File: config.mk
export PLATFORM = sky130hd
export DESIGN_NAME = output_row_writer
export DESIGN_NICKNAME = d
export VERILOG_FILES = /design/src/rtl/output_row_writer.sv
export SDC_FILE = /design/constraint.sdc
export NUM_CORES = 1
export LEC_CHECK = 0
export CORE_ASPECT_RATIO = 0.9
export CORE_MARGIN = 1
export CORE_UTILIZATION = 53
export CTS_CLUSTER_DIAMETER = 150
export DETAILED_ROUTE_END_ITERATION = 10
export GPL_TIMING_DRIVEN = 0
export PLACE_DENSITY = 0.76
export SKIP_CTS_REPAIR_TIMING = 1
export SYNTH_ARGS = -nofsm -noshare
export SYNTH_HDL_FRONTEND = slang
export SYNTH_SLANG_ARGS = --single-unit
File: constraint.sdc
create_clock -name clk -period 4 [get_ports clk]
set_input_delay 0.4 -clock clk [delete_from_list [all_inputs] [get_ports clk]]
set_output_delay 0.4 -clock clk [all_outputs]
set_load 0.03 [all_outputs]
File: src/rtl/output_row_writer.sv
// Packs the serial convolution result stream into MSB-first row words and writes
// a per-frame dimension header, one word per row, and a terminator to output SRAM.
//
// state | meaning
// IDLE  | no frame active; waiting for frame_start
// ROW   | collecting pixels of the current output row
// WAITF | all rows of the frame written; next frame_start or all_done
// TERM  | terminator write presented; pointer rewinds on exit
module output_row_writer #(
    parameter int              DATA_W        = 16,
    parameter int              ADDR_W        = 12,
    parameter logic [ADDR_W-1:0] OUT_BASE_ADDR = 12'h000,
    parameter logic [DATA_W-1:0] END_MARKER    = 16'h00FF
) (
    input  logic              clk,
    input  logic              reset_b,
    input  logic              frame_start,
    input  logic [7:0]        out_nrows,
    input  logic [7:0]        out_ncols,
    input  logic              pix_valid,
    input  logic              pix_bit,
    input  logic              row_end,
    input  logic              all_done,
    output logic [ADDR_W-1:0] dut_sram_write_address,
    output logic [DATA_W-1:0] dut_sram_write_data,
    output logic              dut_sram_write_enable,
    output logic              busy,
    output logic              done,
    output logic              err
);

    localparam int COL_W = $clog2(DATA_W + 1);
    localparam int IDX_W = $clog2(DATA_W);

    typedef enum logic [1:0] {IDLE, ROW, WAITF, TERM} state_t;

    state_t              state_q, state_d;
    logic [7:0]          nrows_q, nrows_d, ncols_q, ncols_d, row_q, row_d;
    logic [COL_W-1:0]    col_q, col_d, col_pix;
    logic [DATA_W-1:0]   acc_q, acc_d, acc_pix;
    logic [ADDR_W-1:0]   ptr_q, ptr_d, addr_d;
    logic [DATA_W-1:0]   data_d;
    logic                we_d, busy_d, done_d, err_d;
    logic [IDX_W-1:0]    idx;

    always_ff @(posedge clk or posedge reset_b) begin
        if (reset_b) begin
            state_q                <= IDLE;
            nrows_q                <= '0;
            ncols_q                <= '0;
            row_q                  <= '0;
            col_q                  <= '0;
            acc_q                  <= '0;
            ptr_q                  <= OUT_BASE_ADDR;
            dut_sram_write_enable  <= 1'b0;
            dut_sram_write_address <= OUT_BASE_ADDR;
            dut_sram_write_data    <= '0;
            busy                   <= 1'b0;
            done                   <= 1'b0;
            err                    <= 1'b0;
        end else begin
            state_q                <= state_d;
            nrows_q                <= nrows_d;
            ncols_q                <= ncols_d;
            row_q                  <= row_d;
            col_q                  <= col_d;
            acc_q                  <= acc_d;
            ptr_q                  <= ptr_d;
            dut_sram_write_enable  <= we_d;
            dut_sram_write_address <= addr_d;
            dut_sram_write_data    <= data_d;
            busy                   <= busy_d;
            done                   <= done_d;
            err                    <= err_d;
        end
    end

    always_comb begin
        state_d = state_q;
        nrows_d = nrows_q;
        ncols_d = ncols_q;
        row_d   = row_q;
        col_d   = col_q;
        acc_d   = acc_q;
        ptr_d   = ptr_q;
        we_d    = 1'b0;
        addr_d  = dut_sram_write_address;
        data_d  = dut_sram_write_data;
        busy_d  = busy;
        done_d  = 1'b0;
        err_d   = err;
        acc_pix = acc_q;
        col_pix = col_q;
        idx     = IDX_W'(DATA_W - 1) - IDX_W'(col_q);

        case (state_q)
            IDLE, WAITF: begin
                if (state_q == IDLE && (pix_valid || row_end || all_done))
                    err_d = 1'b1;
                if (state_q == WAITF && (pix_valid || row_end || (all_done && frame_start)))
                    err_d = 1'b1;
                if (frame_start) begin
                    // header write; pointer keeps running across frames
                    nrows_d = out_nrows;
                    ncols_d = out_ncols;
                    row_d   = '0;
                    col_d   = '0;
                    acc_d   = '0;
                    we_d    = 1'b1;
                    addr_d  = ptr_q;
                    data_d  = DATA_W'({out_nrows, out_ncols});
                    ptr_d   = ptr_q + ADDR_W'(1);
                    busy_d  = 1'b1;
                    state_d = ROW;
                end else if (state_q == WAITF && all_done) begin
                    we_d    = 1'b1;
                    addr_d  = ptr_q;
                    data_d  = END_MARKER;
                    done_d  = 1'b1;
                    state_d = TERM;
                end
            end
            ROW: begin
                if (frame_start || all_done)
                    err_d = 1'b1;
                if (pix_valid) begin
                    if (8'(col_q) < ncols_q) begin
                        acc_pix[idx] = pix_bit;
                        col_pix      = col_q + COL_W'(1);
                    end else begin
                        err_d = 1'b1;
                    end
                end
                acc_d = acc_pix;
                col_d = col_pix;
                if (row_end) begin
                    // same-cycle pixel is already folded into acc_pix
                    we_d   = 1'b1;
                    addr_d = ptr_q;
                    data_d = acc_pix;
                    ptr_d  = ptr_q + ADDR_W'(1);
                    acc_d  = '0;
                    col_d  = '0;
                    if (8'(col_pix) < ncols_q)
                        err_d = 1'b1;
                    row_d = row_q + 8'd1;
                    if (row_q + 8'd1 == nrows_q)
                        state_d = WAITF;
                end
            end
            TERM: begin
                ptr_d   = OUT_BASE_ADDR;
                busy_d  = 1'b0;
                state_d = IDLE;
            end
            default: state_d = IDLE;
        endcase
    end

endmodule

==> results of run 1 <==
==> how the worst min path moves through the flow <==
stage,startpoint,endpoint,depth (start not counted)
5_1_grt,reset_b,dut_sram_write_address[1],2
2_1_floorplan,nrows_q[0],nrows_q[0],2
3_5_place_dp,dut_sram_write_address[1],dut_sram_write_address[1],2
3_3_place_gp,dut_sram_write_address[3],dut_sram_write_address[3],2
6_report,reset_b,dut_sram_write_address[1],2
4_1_cts,reset_b,dut_sram_write_address[1],2
==> area by class of cell <==
type	count	area, sq um
inverters	11	43.8
well taps	122	153
repair buffers	53	548
clock inverters	7	70.1
plain buffers	30	163
flip-flops and latches	91	2280
multi-input cells	372	2510
fillers	725	3230
clock buffers	9	124
==> kinds of logic after synthesis <==
group / after synthesis / share of synthesized area
mux: 13 / 0.0263
xor+xnor: 26 / 0.0456
buf+inv: 41 / 0.0408
flops: 91 / 0.456
fa+ha+maj: 14 / 0.0351
compound gates: 142 / 0.233
simple gates: 177 / 0.164
==> per-layer routing <==
metal / vias to the layer above / track usage / wire (um)
met1: 1951 / 0.350 / 5280
met4: 0 / 0.0655 / 118
met2: 98 / 0.419 / 5600
li1: 1935 / - / -
met3: 11 / 0.0548 / 658
met5: - / 0 / 0
==> stage by stage <==
stage          cell area, sq um   util  hold slack, ns  total power, mW
3_3_place_gp               5670  0.621           0.449             2.89
6_report                   5890  0.646           0.377             3.54
3_5_place_dp               5700  0.624           0.455             2.94
5_1_grt                    5890  0.646           0.389             3.77
2_1_floorplan              4990      -           0.465             2.46
4_1_cts                    5890  0.646           0.380             3.56
==> cell usage in the layout, fill, tap and decap left out, drive strengths merged, types with 14 or more instances in the layout <==
master,instances
nor2,19
ha,14
o21ai,45
inv,14
a22o,16
buf,17
a21oi,20
clkdlybuf4s50,52
nand2,103
dfrtp,91
clkbuf,23
==> report_power, final <==
part	switching [mW]	total [mW]	internal [mW]
registers	0.190	1.34	1.16
clock network	0.365	0.608	0.243
logic	0.961	1.59	0.626
total	1.52	3.54	2.02
==> sequential cells by signal, indices dropped and copies added, names as in the netlist <==
signal,count
acc_q,16
busy,1
col_q,5
done,1
dut_sram_write_address,12
dut_sram_write_data,16
dut_sram_write_enable,1
err,1
ncols_q,8
nrows_q,8
ptr_q,12
row_q,8
state_q,2
==> worst max-delay path: cells and delay by family (launching register included) <==
family / cells / cell delay [ns]
xor gates and xnor gates: 1 / 0.21
adders and majority gates: 2 / 0.65
AOI/OAI and AO/OA: 5 / 1.28
and+or+nand+nor: 2 / 0.25
buffers and inverters: 1 / 0.17
DFF: 1 / 0.47
muxes: 1 / 0.29
==> reports/qor.csv, run 1 <==
metric;value;unit
post-synthesis async set-or-reset flop share;1.00;
CTS sink cnt;91;
worst vdd ir;312;uV
setup TNS;0;ns
Place WS;0.658;ns
core area;9130;sq um
FMAX;0.294;GHz
Final HPWL DP;8590;um
crit path launch type;register;
CP arrival;3.70;ns
Ant. Diodes;0;
Seq/Total Area, Yosys;0.456;
Die H;94.1;um
Cells after DPL;679;
status;completed;
most frequent CP cell;ha_1;
period utilization;0.850;
headroom to the max-slew limit;0.586;
CP max stage cell;dfrtp_1;
max incr delay on CP;0.47;ns
reg2reg end;err;
P per Cell Area;601;nW/um^2
die width;104;um
CTS Buffer Depth;2;
clock-pin slew on the worst setup and hold paths;0.11;ns
number of synthesized flops with an enable pin;0;
Final Hold Fails;0;
top-count cell post-synth;nand2_1;
Commonest cells post-synth;nand2_1, dfrtp_1, o21ai_0;
vias in the first global route;3950;
drt total wl;11700;um
crit path from;col_q[3];
final slew viol count;0;
final setup margin;0.600;ns
share of cells above drive strength 1;0.106;
1st-pass router iterations;7;
worst hold path class;input port to async pin;
first-pass GRT wire length;19800;um
Via Count;3995;
DRT antenna net count;0;
CP required;4.30;ns
synthesized net count;541;
Ys Warns;0;
Post-Syn Area;4990;sq um
Synth-to-Final Area Change;18.0;%
clk_lat worst skew;0.37;ns
Worst Setup End Kind;register;
vias per cell;5.75;
CTS buffer count;9;
port buffer count;52;
Leakage Power;2.48;nW
Synth area leaders;dfrtp_1, nand2_1, a2111oi_4;
critical path class;register to register;
Post-Layout Cell Count;695;
remaining routing DRC violations;0;
initial antenna violation count;0;
Clock Tree Root;clkbuf_8;
CTS tree;built;
GR Overflow Total;0;
largest net degree at the start of global routing;63;
nets;605;
min cycle time layout;3.40;ns
routed len/inst;16.8;um
Distinct cells, synth;57;
Max-Cap Viols;0;
cells after synthesis;504;
crit path capture;err;
RD Place Congestion;0.910;
Yosys top cell by area;dfrtp_1;
Yosys reg bits;91;
Max Fanout on Critical Path;10;
top-level port count;55;
r2r setup slk;0.60;ns
post-synth top area share;0.456;
die area;9820;sq um
Tightest Pin Transition;0.619;ns
crit-path cells;ha_1 -> a211oi_4 -> o21ai_4 -> buf_12 -> a21boi_2 -> nand2_1 -> xnor2_1 -> ha_1 -> a221oi_1 -> nand3_1 -> mux2_2 -> a21oi_1;
H-tree lvl count;3;
Worst R2R Start;col_q[3];
Initial Utilization;0.547;
Reg2Reg Depth;12;
Core Rows;33;
Starting DRT DRC Count;185;
RSZ-0062 raised after global routing;no;
number of setup violations in the final report;0;
GRT Overall Usage;0.257;
setup skew after layout;0.0221;ns
Mean Syn Cell Area;9.91;sq um
Most used DFF post-synth;dfrtp_1;
(Power assumes the default switching activity.)
==> run 2, diff against run 1 <==
- CTS_CLUSTER_DIAMETER: 150 -> unset
- TNS_END_PERCENT: unset -> 10
==> results of run 2 <==
Final layout, timing and power as in run 1 (identical DEF).
==> run 3, diff against run 2 <==
- CORE_MARGIN: 1 -> unset
==> results of run 3 <==
Final layout, timing and power as in run 1 (identical DEF).
